--- src/rtl/uart_tx_arbiter.sv ---
// Round-robin arbiter sharing one UART TX serializer among NUM_REQ byte producers.
// Grants one byte at a time, pulses tx_start, waits for tx_done (or a timeout),
// then holds a guard gap before the next grant.
//
// Ports:
//   clk, rst      clock, synchronous active-high reset
//   req, data_in  per-requester pending flag and flattened bytes (req i -> [8i+7:8i])
//   ack           one-cycle one-hot pulse: byte of requester i taken
//   tx_start      one-cycle start pulse to the serializer
//   tx_data       byte to the serializer, held through the frame
//   tx_done       end-of-stop-bit pulse from the serializer
//   owner, busy   current grantee, high whenever not idle
//   timeout_err   one-cycle pulse on an abandoned frame
//   err_cnt       saturating timeout count
//
// state     | meaning
// ----------+-------------------------------------------------
// IDLE      | no frame; arbitrate among pending requests
// ISSUE     | tx_start and ack asserted for this single cycle
// WAIT_DONE | serializer running; watch tx_done and timeout
// GUARD     | idle gap before the next grant
module uart_tx_arbiter #(
  parameter int NUM_REQ        = 4,
  parameter int GUARD_CYCLES   = 2604,
  parameter int TIMEOUT_CYCLES = 30000
) (
  input  logic                       clk,
  input  logic                       rst,
  input  logic [NUM_REQ-1:0]         req,
  input  logic [8*NUM_REQ-1:0]       data_in,
  output logic [NUM_REQ-1:0]         ack,
  output logic                       tx_start,
  output logic [7:0]                 tx_data,
  input  logic                       tx_done,
  output logic [$clog2(NUM_REQ)-1:0] owner,
  output logic                       busy,
  output logic                       timeout_err,
  output logic [7:0]                 err_cnt
);

  localparam int IW = $clog2(NUM_REQ);
  localparam logic [15:0] GUARD_LAST = 16'(GUARD_CYCLES - 1);
  // Decided one cycle early because timeout_err is registered: the pulse then
  // lands TIMEOUT_CYCLES after the ISSUE cycle, together with entry into GUARD.
  localparam logic [15:0] TIMEOUT_LAST = 16'(TIMEOUT_CYCLES - 2);

  typedef enum logic [1:0] {IDLE, ISSUE, WAIT_DONE, GUARD} state_t;

  state_t            state, state_nxt;
  logic [15:0]       timer, timer_nxt;
  logic [IW-1:0]     last, last_nxt;
  logic [IW-1:0]     winner;
  logic [IW-1:0]     owner_nxt;
  logic [7:0]        tx_data_nxt;
  logic              tx_start_nxt;
  logic [NUM_REQ-1:0] ack_nxt;
  logic              busy_nxt;
  logic              timeout_err_nxt;
  logic [7:0]        err_cnt_nxt;

  // Scan from farthest to nearest so the nearest asserted request after
  // `last` is the one left in winner.
  always_comb begin
    int sum;
    sum    = 0;
    winner = last;
    for (int k = NUM_REQ; k >= 1; k--) begin
      sum = int'(last) + k;
      if (sum >= NUM_REQ) sum = sum - NUM_REQ;
      if (req[IW'(sum)]) winner = IW'(sum);
    end
  end

  always_comb begin
    state_nxt       = state;
    timer_nxt       = timer + 16'd1;
    last_nxt        = last;
    owner_nxt       = owner;
    tx_data_nxt     = tx_data;
    tx_start_nxt    = 1'b0;
    ack_nxt         = '0;
    timeout_err_nxt = 1'b0;
    err_cnt_nxt     = err_cnt;
    case (state)
      IDLE: begin
        timer_nxt = '0;
        if (|req) begin
          state_nxt       = ISSUE;
          owner_nxt       = winner;
          last_nxt        = winner;
          tx_data_nxt     = data_in[{winner, 3'b000} +: 8];
          tx_start_nxt    = 1'b1;
          ack_nxt[winner] = 1'b1;
        end
      end
      ISSUE: begin
        state_nxt = WAIT_DONE;
        timer_nxt = '0;
      end
      WAIT_DONE: begin
        if (tx_done) begin
          state_nxt = GUARD;
          timer_nxt = '0;
        end else if (timer == TIMEOUT_LAST) begin
          state_nxt       = GUARD;
          timer_nxt       = '0;
          timeout_err_nxt = 1'b1;
          err_cnt_nxt     = (err_cnt == 8'hFF) ? err_cnt : err_cnt + 8'd1;
        end
      end
      GUARD: begin
        if (timer == GUARD_LAST) begin
          state_nxt = IDLE;
          timer_nxt = '0;
        end
      end
      default: begin
        state_nxt = IDLE;
        timer_nxt = '0;
      end
    endcase
    busy_nxt = (state_nxt != IDLE);
  end

  always_ff @(posedge clk) begin
    if (rst) begin
      state       <= IDLE;
      timer       <= '0;
      last        <= IW'(NUM_REQ - 1);
      owner       <= '0;
      tx_data     <= '0;
      tx_start    <= 1'b0;
      ack         <= '0;
      busy        <= 1'b0;
      timeout_err <= 1'b0;
      err_cnt     <= '0;
    end else begin
      state       <= state_nxt;
      timer       <= timer_nxt;
      last        <= last_nxt;
      owner       <= owner_nxt;
      tx_data     <= tx_data_nxt;
      tx_start    <= tx_start_nxt;
      ack         <= ack_nxt;
      busy        <= busy_nxt;
      timeout_err <= timeout_err_nxt;
      err_cnt     <= err_cnt_nxt;
    end
  end

endmodule
--- config.mk ---
export PLATFORM = sky130hd
export DESIGN_NAME = uart_tx_arbiter
export DESIGN_NICKNAME = d
export VERILOG_FILES = /design/src/rtl/uart_tx_arbiter.sv
export SDC_FILE = /design/constraint.sdc
export NUM_CORES = 1
export LEC_CHECK = 0
export ABC_AREA = 1
export BUFFER_PORTS_ARGS = -buffer_cell sky130_fd_sc_hd__buf_2
export CORE_UTILIZATION = 48
export DETAILED_ROUTE_END_ITERATION = 10
export GPL_ROUTABILITY_DRIVEN = 1
export HOLD_SLACK_MARGIN = 0.12
export PLACE_DENSITY = 0.76
export SETUP_SLACK_MARGIN = 0.1
export SYNTH_ARGS = -nofsm -noshare
export SYNTH_HDL_FRONTEND = slang
export SYNTH_SLANG_ARGS = --single-unit
--- constraint.sdc ---
create_clock -name clk -period 1.5 [get_ports clk]
set_clock_uncertainty 0.1 [all_clocks]
set_input_delay 0.225 -clock clk [delete_from_list [all_inputs] [get_ports clk]]
set_output_delay 0.225 -clock clk [all_outputs]
set_load 0.01 [all_outputs]
# Yosys cells after proc, flatten, opt, wreduce, memory -nomap -nowiden
# Cells that the tools add are included.
# Widths: inputs -> output; s select.
classes:
  addsub: 10
  magnitude_cmp: 10
  n_eq_ne: 6
  n_shift: 1
  n_mux: 33
  bitwise: 5
  reduce_logical: 10
op_table:
  columns: ["cell", "count"]
  rows:
  - ["$mux 16", 3]
  - ["$pmux 16 s3", 1]
  - ["$shiftx 32x6->8", 1]
  - ["$mux 2", 12]
  - ["$add 16x1->16 const B", 1]
  - ["$eq 16x12->1 const B", 1]
  - ["$eq 16x15->1 const B", 1]
  - ["$lt 2x4->1 const B", 4]
  - ["$mux 1", 11]
  - ["$ge 3x3->1 const B", 3]
  - ["$add 8x1->8 const B", 1]
  - ["$bmux 1 s2", 4]
  - ["$eq 8x8->1 const B", 1]
  - ["$pmux 2 s4", 1]
  - ["$sub 2x1->2 const B", 4]
  - ["$add 2x2->3 const B", 2]
  - ["$reduce_or 3->1", 2]
  - ["$not 1->1", 5]
  - ["$add 2x3->4 const B", 1]
  - ["$eq 2x2->1 const B", 2]
  - ["$ge 4x3->1 const B", 1]
  - ["$reduce_and 4->1", 1]
  - ["$reduce_or 2->1", 2]
  - ["$reduce_or 4->1", 1]
  - ["other kinds (9)", 9]
word_totals:
  regBits: 45
  inputBits: 39
  output_inout_bits: 25
  word_cells: 85

# Logic depth before layout (Yosys ltp)
# Gate-level depths: netlist (run 1).
logic_depth:
  word_depth: 14
  depth_mapped: 16
  mapped_depth_nobuf: 14

# Worst setup path after synthesis (run 1)
# OpenSTA, ideal clock, no wires.
synth_timing:
  path_kind: "flip-flop to flip-flop"
  start: "register last[0]"
  end: "register tx_data[1]"
  setup_ps: 117
  arrival_time_ps: 1468
  required_time_ps: 1283
  path_slack_ps: -185
  path_stages_with_launch: 17
  n_path_buf: 3
  period_less_slack_ps: 1685
  cell_sequence: "dfxtp_1 buf_6 inv_6 nand2_1 nand2_2 nand2_2 nand2_2 nor2_2 nand2_2 nand2_2 inv_2 buf_6 buf_6 nand4_1 nand3_1 nor2_1 nor2_1"
synth_via:
  elab_chain_cells: 11
  elab_cells_between_ends: 33
  cone_classes: "add/sub: 8; order compare: 4; shift: 1; mux: 20"
synth_rtl:
  columns: ["element", "line", "text"]
  rows:
  - ["from (decl)", "51", "logic [IW-1:0] last, last_nxt;"]
  - ["from (signal assigned)", "129", "last <= IW'(NUM_REQ - 1);"]
  - ["from (signal assigned)", "140", "last <= last_nxt;"]
  - ["$add 2x3->4", "68", "sum = int'(last) + k;"]
  - ["$ge 4x3->1 / $sub 2x1->2 (equally long branches)", "69", "if (sum >= NUM_REQ) sum = sum - NUM_REQ;"]
  - ["$mux 2", "69", null]
  - ["$bmux 1 s2", "70", "if (req[IW'(sum)]) winner = IW'(sum);"]
  - ["$mux 1 (not written as such) (2 in series)", "70", null]
  - ["$mux 2 (3 in series)", "70", null]
  - ["$mux 2 *", "70", null]
  - ["$shiftx 32x6->8 *", "91", "tx_data_nxt = data_in[{winner, 3'b000} +: 8];"]
  - ["to (signal assigned)", "142", "tx_data <= tx_data_nxt;"]
  - ["to (decl)", "33", "output logic [7:0] tx_data,"]
# Every way passes the cells marked *; elsewhere a longest branch is shown, timed or not. The select of a mux whose other input is x is not followed.
# A chain may end at the register's enable or synchronous reset.

# Worst setup path in the final report (run 1)
layout_timing:
  start: "register last[0]"
  end: "register tx_data[7]"
# Same word-level chain as after synthesis.

==> flow_summary.ini, run 1 <==
[timing]
fmax_ghz = 0.559
worst_slew_pin_slew_ns = 0.393
hold_violations = 0
setup_viol = 43
post-route-period-util = 1.19
layout_setup_ws_ns = -0.289
rsz0062_at_grt = true
max_slew_margin = 0.737
setup-tns-final_ns = -6.97
final-max-slew-violation-count = 0
period_needed_ns = 1.79

[pwr]
power_frac_seq = 0.252
swShare = 0.474
clockPowerShare = 0.125
power_per_cell_area_nw_per_um2 = 1630
p_leak_nw = 1.83
combPwrFrac = 0.623
ir_drop_v = 0.00181
switching_power_mw = 3.00
p_int_mw = 3.33

[floorplan]
core_area_um2 = 4850
ioPinCount = 64
dieArea_um2 = 5460
dieHeight_um = 73.9
row_count = 25
start_util = 0.511
die_x_um = 73.9

[clock_tree]
cts_buffer_depth = 2
cts_tree = done
numCtsBuffers = 5
cts_hold_buf = 0
clk_pin_slew_ns = 0.08
clockRootBuffer = clkbuf_8
htree_levels = 2
clk_latency_ns = 0.30
cts_sinks = 45

[route]
ant_nets = 0
vias = 2949
firstDrtPassIters = 4
viasPerCell = 5.27
wl_per_cell_um = 14.0
drtIter0Drc = 161
drc = 0
wl_mm = 7.83

[global_route]
grt_pass1_wl_mm = 11.9
use_met3 = 0.0439
grt_usage = 0.282
use_met2 = 0.496
grt_pass1_vias = 2709
grt_max_degree = 20
globalRouteOverflowTotal = 0
grt_antenna_before_repair = 0
grt-busiest-layer = met2
use_met1 = 0.337

[hold_path]
hold_path_class = in2reg

[worst_setup_path]
critPathSlowestCell = dfxtp_4
critical_path_arrival_ns = 1.88
crit_required_ns = 1.60
path_common_cell = nand2_2
cp_max_fo = 8
crit_type = reg2reg
slowest_delay_ns = 0.42
endpoint_kind = flop
start_kind = flop
crit_chain = inv_8 -> nand2_2 -> nand2_2 -> nand2_2 -> nand2_2 -> nand2_4 -> nand3_4 -> buf_4 -> nand4_1 -> nand3_1 -> nor2_1 -> nor2_1

[yosys]
synth_fp_nets = 401
synth_warnings = 0
ys_seq_area_frac = 0.363
syn_inst = 359
syn_avg_cell_area_um2 = 6.90
syn_area_um2 = 2480
ys_types = 31
ys_seq_elements = 45

[status]
violations = setup timing
status = finished with violations

[finish]
diodes = 0
drive_gt1_frac = 0.513
syn_to_final_growth_pct = 56.4
nets = 534
fin_util = 0.799
fill_cells = 313

[placed_design]
gp_congestion = 0.914
port_buffers = 63
pre_cts_ws_ns = -0.259
dp_hpwl_mm = 4.85

[flow_run]
maxCapViolCount = 0
==> metrics by stage <==
stage          hold WS [ns]  instances  total power, mW  cell area, µm²
4_1_cts               0.125        556             5.87            3720
2_1_floorplan         0.209        359             3.86            2630
6_report              0.128        560             6.34            3880
5_1_grt               0.128        560             6.74            3880
3_5_place_dp          0.349        537             4.57            3390
3_3_place_gp          0.347        537             4.47            3390
==> sequential cells by signal (all words and copies together) (netlist names) <==
signal / flops
owner: 2
state: 2
tx_start: 1
tx_data: 8
ack: 4
err_cnt: 8
timeout_err: 1
busy: 1
timer: 16
last: 2
==> power groups by stage <==
stage               Sequential (mW)  Combinational, mW  Clock, mW
finish                         1.60               3.95      0.793
global route                   1.62               4.26      0.858
CTS                            1.58               3.49      0.799
detailed placement             1.59               2.99          0
global placement               1.58               2.89          0
floorplan                      1.64               2.22          0
==> cells in the final DEF, fill, tap and decap left out, types with 5 or more instances in the layout <==
cell type and count:
a21oi_1 7, buf_2 63, buf_4 64, buf_6 5, clkbuf_8 6, dfxtp_1 28
dfxtp_2 13, inv_1 30, inv_2 9, nand2_1 46, nand2_2 24, nand2_4 15
nand3_1 30, nand3_2 10, nand4_1 22, nor2_1 38, nor2_2 12, o21ai_0 12
o21ai_1 5, xor2_1 8
==> critical path, delay by kind of cell, from the launching register on <==
family | cells | cell delay, ns
simple gates | 10 | 0.90
flops | 1 | 0.42
buf+inv | 2 | 0.26
==> repair_timing <==
action,CTS,global route
gates resized for setup,38,36
gates cloned,5,0
endpoints found under the setup margin,44,44
pin swaps,24,28
buffers inserted,6,4
==> Yosys cell counts, drive strengths merged <==
library cell  count  area [µm²]
a211oi            1        7.51
a21oi             9        45.0
a31oi             1        6.26
buf               6        61.3
clkbuf            4        15.0
dfxtp            45         901
ha                3        37.5
inv              43         166
nand2            84         353
nand3            42         223
nand3b            2        15.0
nand4            22         138
nor2             53         211
nor3              7        40.0
nor4              5        52.6
o211ai            2        15.0
o21ai            19        95.1
xnor2             3        26.3
xor2              8        70.1
==> layer usage <==
metal	share of wire	vias up
met5	0	-
met4	0.029	0
met3	0.033	22
met2	0.53	87
met1	0.41	1389
li1	-	1451
==> final timing paths <==
path	from	endpoint	slack (ns)	depth (start not counted)
worst max register to register	last[0]	tx_data[7]	-0.29	12
worst min register to register	timer[0]	timer[0]	0.37	1
worst max-delay path	last[0]	tx_data[7]	-0.29	12
worst min-delay path	data_in[6]	tx_data[6]	0.13	5
==> final cells by class <==
cell class,instances,area (µm²),share of cell area
inverters,43,181,0.0468
multi-input cells,265,1740,0.448
flip-flops and latches,45,932,0.240
well taps,67,83.8,0.0216
clock buffers,8,90.1,0.0232
repair buffers,132,852,0.220
==> cells by family after synthesis <==
family,after synthesis,synth area share
AND/OR/NAND/NOR,215,0.416
AO/OA/AOI/OAI,32,0.0681
XOR/XNOR,11,0.0389
flip-flops,45,0.363
adder cells (fa/ha/maj),3,0.0151
buffers and inverters,53,0.0979
(Power assumes the default switching activity.)
==> inputs of run 2 (changes only) <==
Settings changed: CORE_ASPECT_RATIO from default to 0.5, CTS_CLUSTER_DIAMETER from default to 60.
==> run 2 against run 1 <==
  * Critical path type unchanged
  * Cell count increased by 0.54%
  * The flow still finishes with violations (setup timing)
  * Sequential power about the same
  * Cell area increased by 3.8%
  * Utilization up 1.3 points
==> flow_summary.ini, run 2 (synthesis gave the netlist of run 1 again) <==
[status]
status = finished with violations
violations = setup timing

[pwr]
p_int_mw = 3.50
switching_power_mw = 3.12
combPwrFrac = 0.637
swShare = 0.472
power_per_cell_area_nw_per_um2 = 1650
power_frac_seq = 0.243
clockPowerShare = 0.120
ir_drop_v = 0.00165
p_leak_nw = 1.84

[global_route]
grt_max_degree = 19
globalRouteOverflowTotal = 0
grt_antenna_before_repair = 0
grt_usage = 0.294
grt_pass1_vias = 2828
grt_pass1_wl_mm = 12.6

[route]
wl_met2_mm = 4.65
wl_mm = 8.93
wl_met1_mm = 3.31
met3WireLength_um = 623
top_layer_used = met4
drc = 0
ant_nets = 0
firstDrtPassIters = 5
viasPerCell = 5.51
vias = 3103
wl_per_cell_um = 15.9
drtIter0Drc = 156

[timing]
max_slew_margin = 0.732
post-route-period-util = 1.25
period_needed_ns = 1.88
rsz0062_at_grt = true
hold_violations = 0
fmax_ghz = 0.532
final-max-slew-violation-count = 0
layout_setup_ws_ns = -0.381
worst_slew_pin_slew_ns = 0.402
setup_viol = 44

[finish]
largest_reg_flops = 16
final_common_cell = buf_2
regMostFlops = timer
syn_to_final_growth_pct = 62.3
diodes = 0
nets = 534
reg_top3 = timer: 16 flops, err_cnt: 8 flops, tx_data: 8 flops
multiInputGateArea_um2 = 1810
fill_cells = 309
regArea_um2 = 940
final_cells = 563
drive_gt1_frac = 0.527
final_cell_mix = buf_2, buf_4, nand2_1, nor2_1, nand3_1

[clock_tree]
clockRootBuffer = clkbuf_8
cts_tree = done
htree_levels = 2
numCtsBuffers = 5
clk_latency_ns = 0.31
cts_buffer_depth = 2
clk_pin_slew_ns = 0.10
cts_sinks = 45

[worst_setup_path]
crit_required_ns = 1.61
endpoint_kind = flop
crit_type = reg2reg
cp_max_fo = 5
critical_path_arrival_ns = 1.99
start_kind = flop

[hold_path]
hold_path_class = in2reg

[placed_design]
dp_hpwl_mm = 5.02
port_buffers = 63
placed_cells_incl_taps = 529
gp_congestion = 0.924
pre_cts_ws_ns = -0.279

[floorplan]
row_count = 18
die_x_um = 104
dieArea_um2 = 5470
dieHeight_um = 52.8
ioPinCount = 64
start_util = 0.500
core_area_um2 = 4950

[flow_run]
maxCapViolCount = 0
run 2: what timing repair did:
action                     4_1_cts  5_1_grt
hold endpoints to repair         2        0
setup endpoints to repair       44       44
hold buffers                     2        0
gates cloned                     5        1
gates resized for setup         53       41
pin swaps                       40       40
buffers inserted                 8       11
run 2: power groups by stage:
stage | logic (mW) | registers (mW) | clock network (mW)
after CTS | 3.63 | 1.59 | 0.787
after global placement | 2.78 | 1.59 | 0
after global routing | 4.54 | 1.64 | 0.850
after floorplan | 2.22 | 1.64 | 0
final | 4.22 | 1.61 | 0.797
after detailed placement | 2.87 | 1.60 | 0
run 2: cell type report:
cell class | count | share of cell area
multi-input cells | 266 | 0.450
flip-flops and latches | 45 | 0.234
repair buffers | 131 | 0.227
inverters | 43 | 0.0451
well taps | 70 | 0.0218
clock buffers | 5 | 0.0171
clock inverters | 3 | 0.00560
run 2: per-layer routing:
metal,global-route usage,up-vias
met5,0,-
met4,0.147,0
met3,0.0484,43
met2,0.581,176
met1,0.317,1426
li1,-,1458
run 2: final timing paths:
path         cells past startpoint         end       start  slack (ns)
max                              9    timer[0]    timer[4]       -0.38
min                              5  tx_data[4]  data_in[4]        0.14
max reg2reg                      9    timer[0]    timer[4]       -0.38
min reg2reg                      2    owner[0]    owner[0]        0.38
run 2: metrics by stage:
| stage | cell area (µm²) | hold slack [ns] | total power [mW] | setup TNS, ns | utilization |
|---|---|---|---|---|---|
| after global routing | 4020 | 0.168 | 7.03 | -14.77 | 0.812 |
| after global placement | 3310 | 0.347 | 4.37 | -3.62 | 0.668 |
| final | 4020 | 0.137 | 6.62 | -11.49 | 0.812 |
| after floorplan | 2630 | 0.209 | 3.86 | -2.12 | - |
| after detailed placement | 3310 | 0.358 | 4.47 | -6.80 | 0.668 |
| after CTS | 3740 | 0.122 | 6.01 | -5.00 | 0.755 |
run 2: critical path: stages, from the launching register on:
cell	delay [ns]
dfxtp_2	0.34
inv_2	0.06
nand4_1	0.16
buf_6	0.17
nor4_4	0.35
nor2_1	0.14
nand2_2	0.15
nand2_4	0.14
nand2_4	0.12
nor2_1	0.05
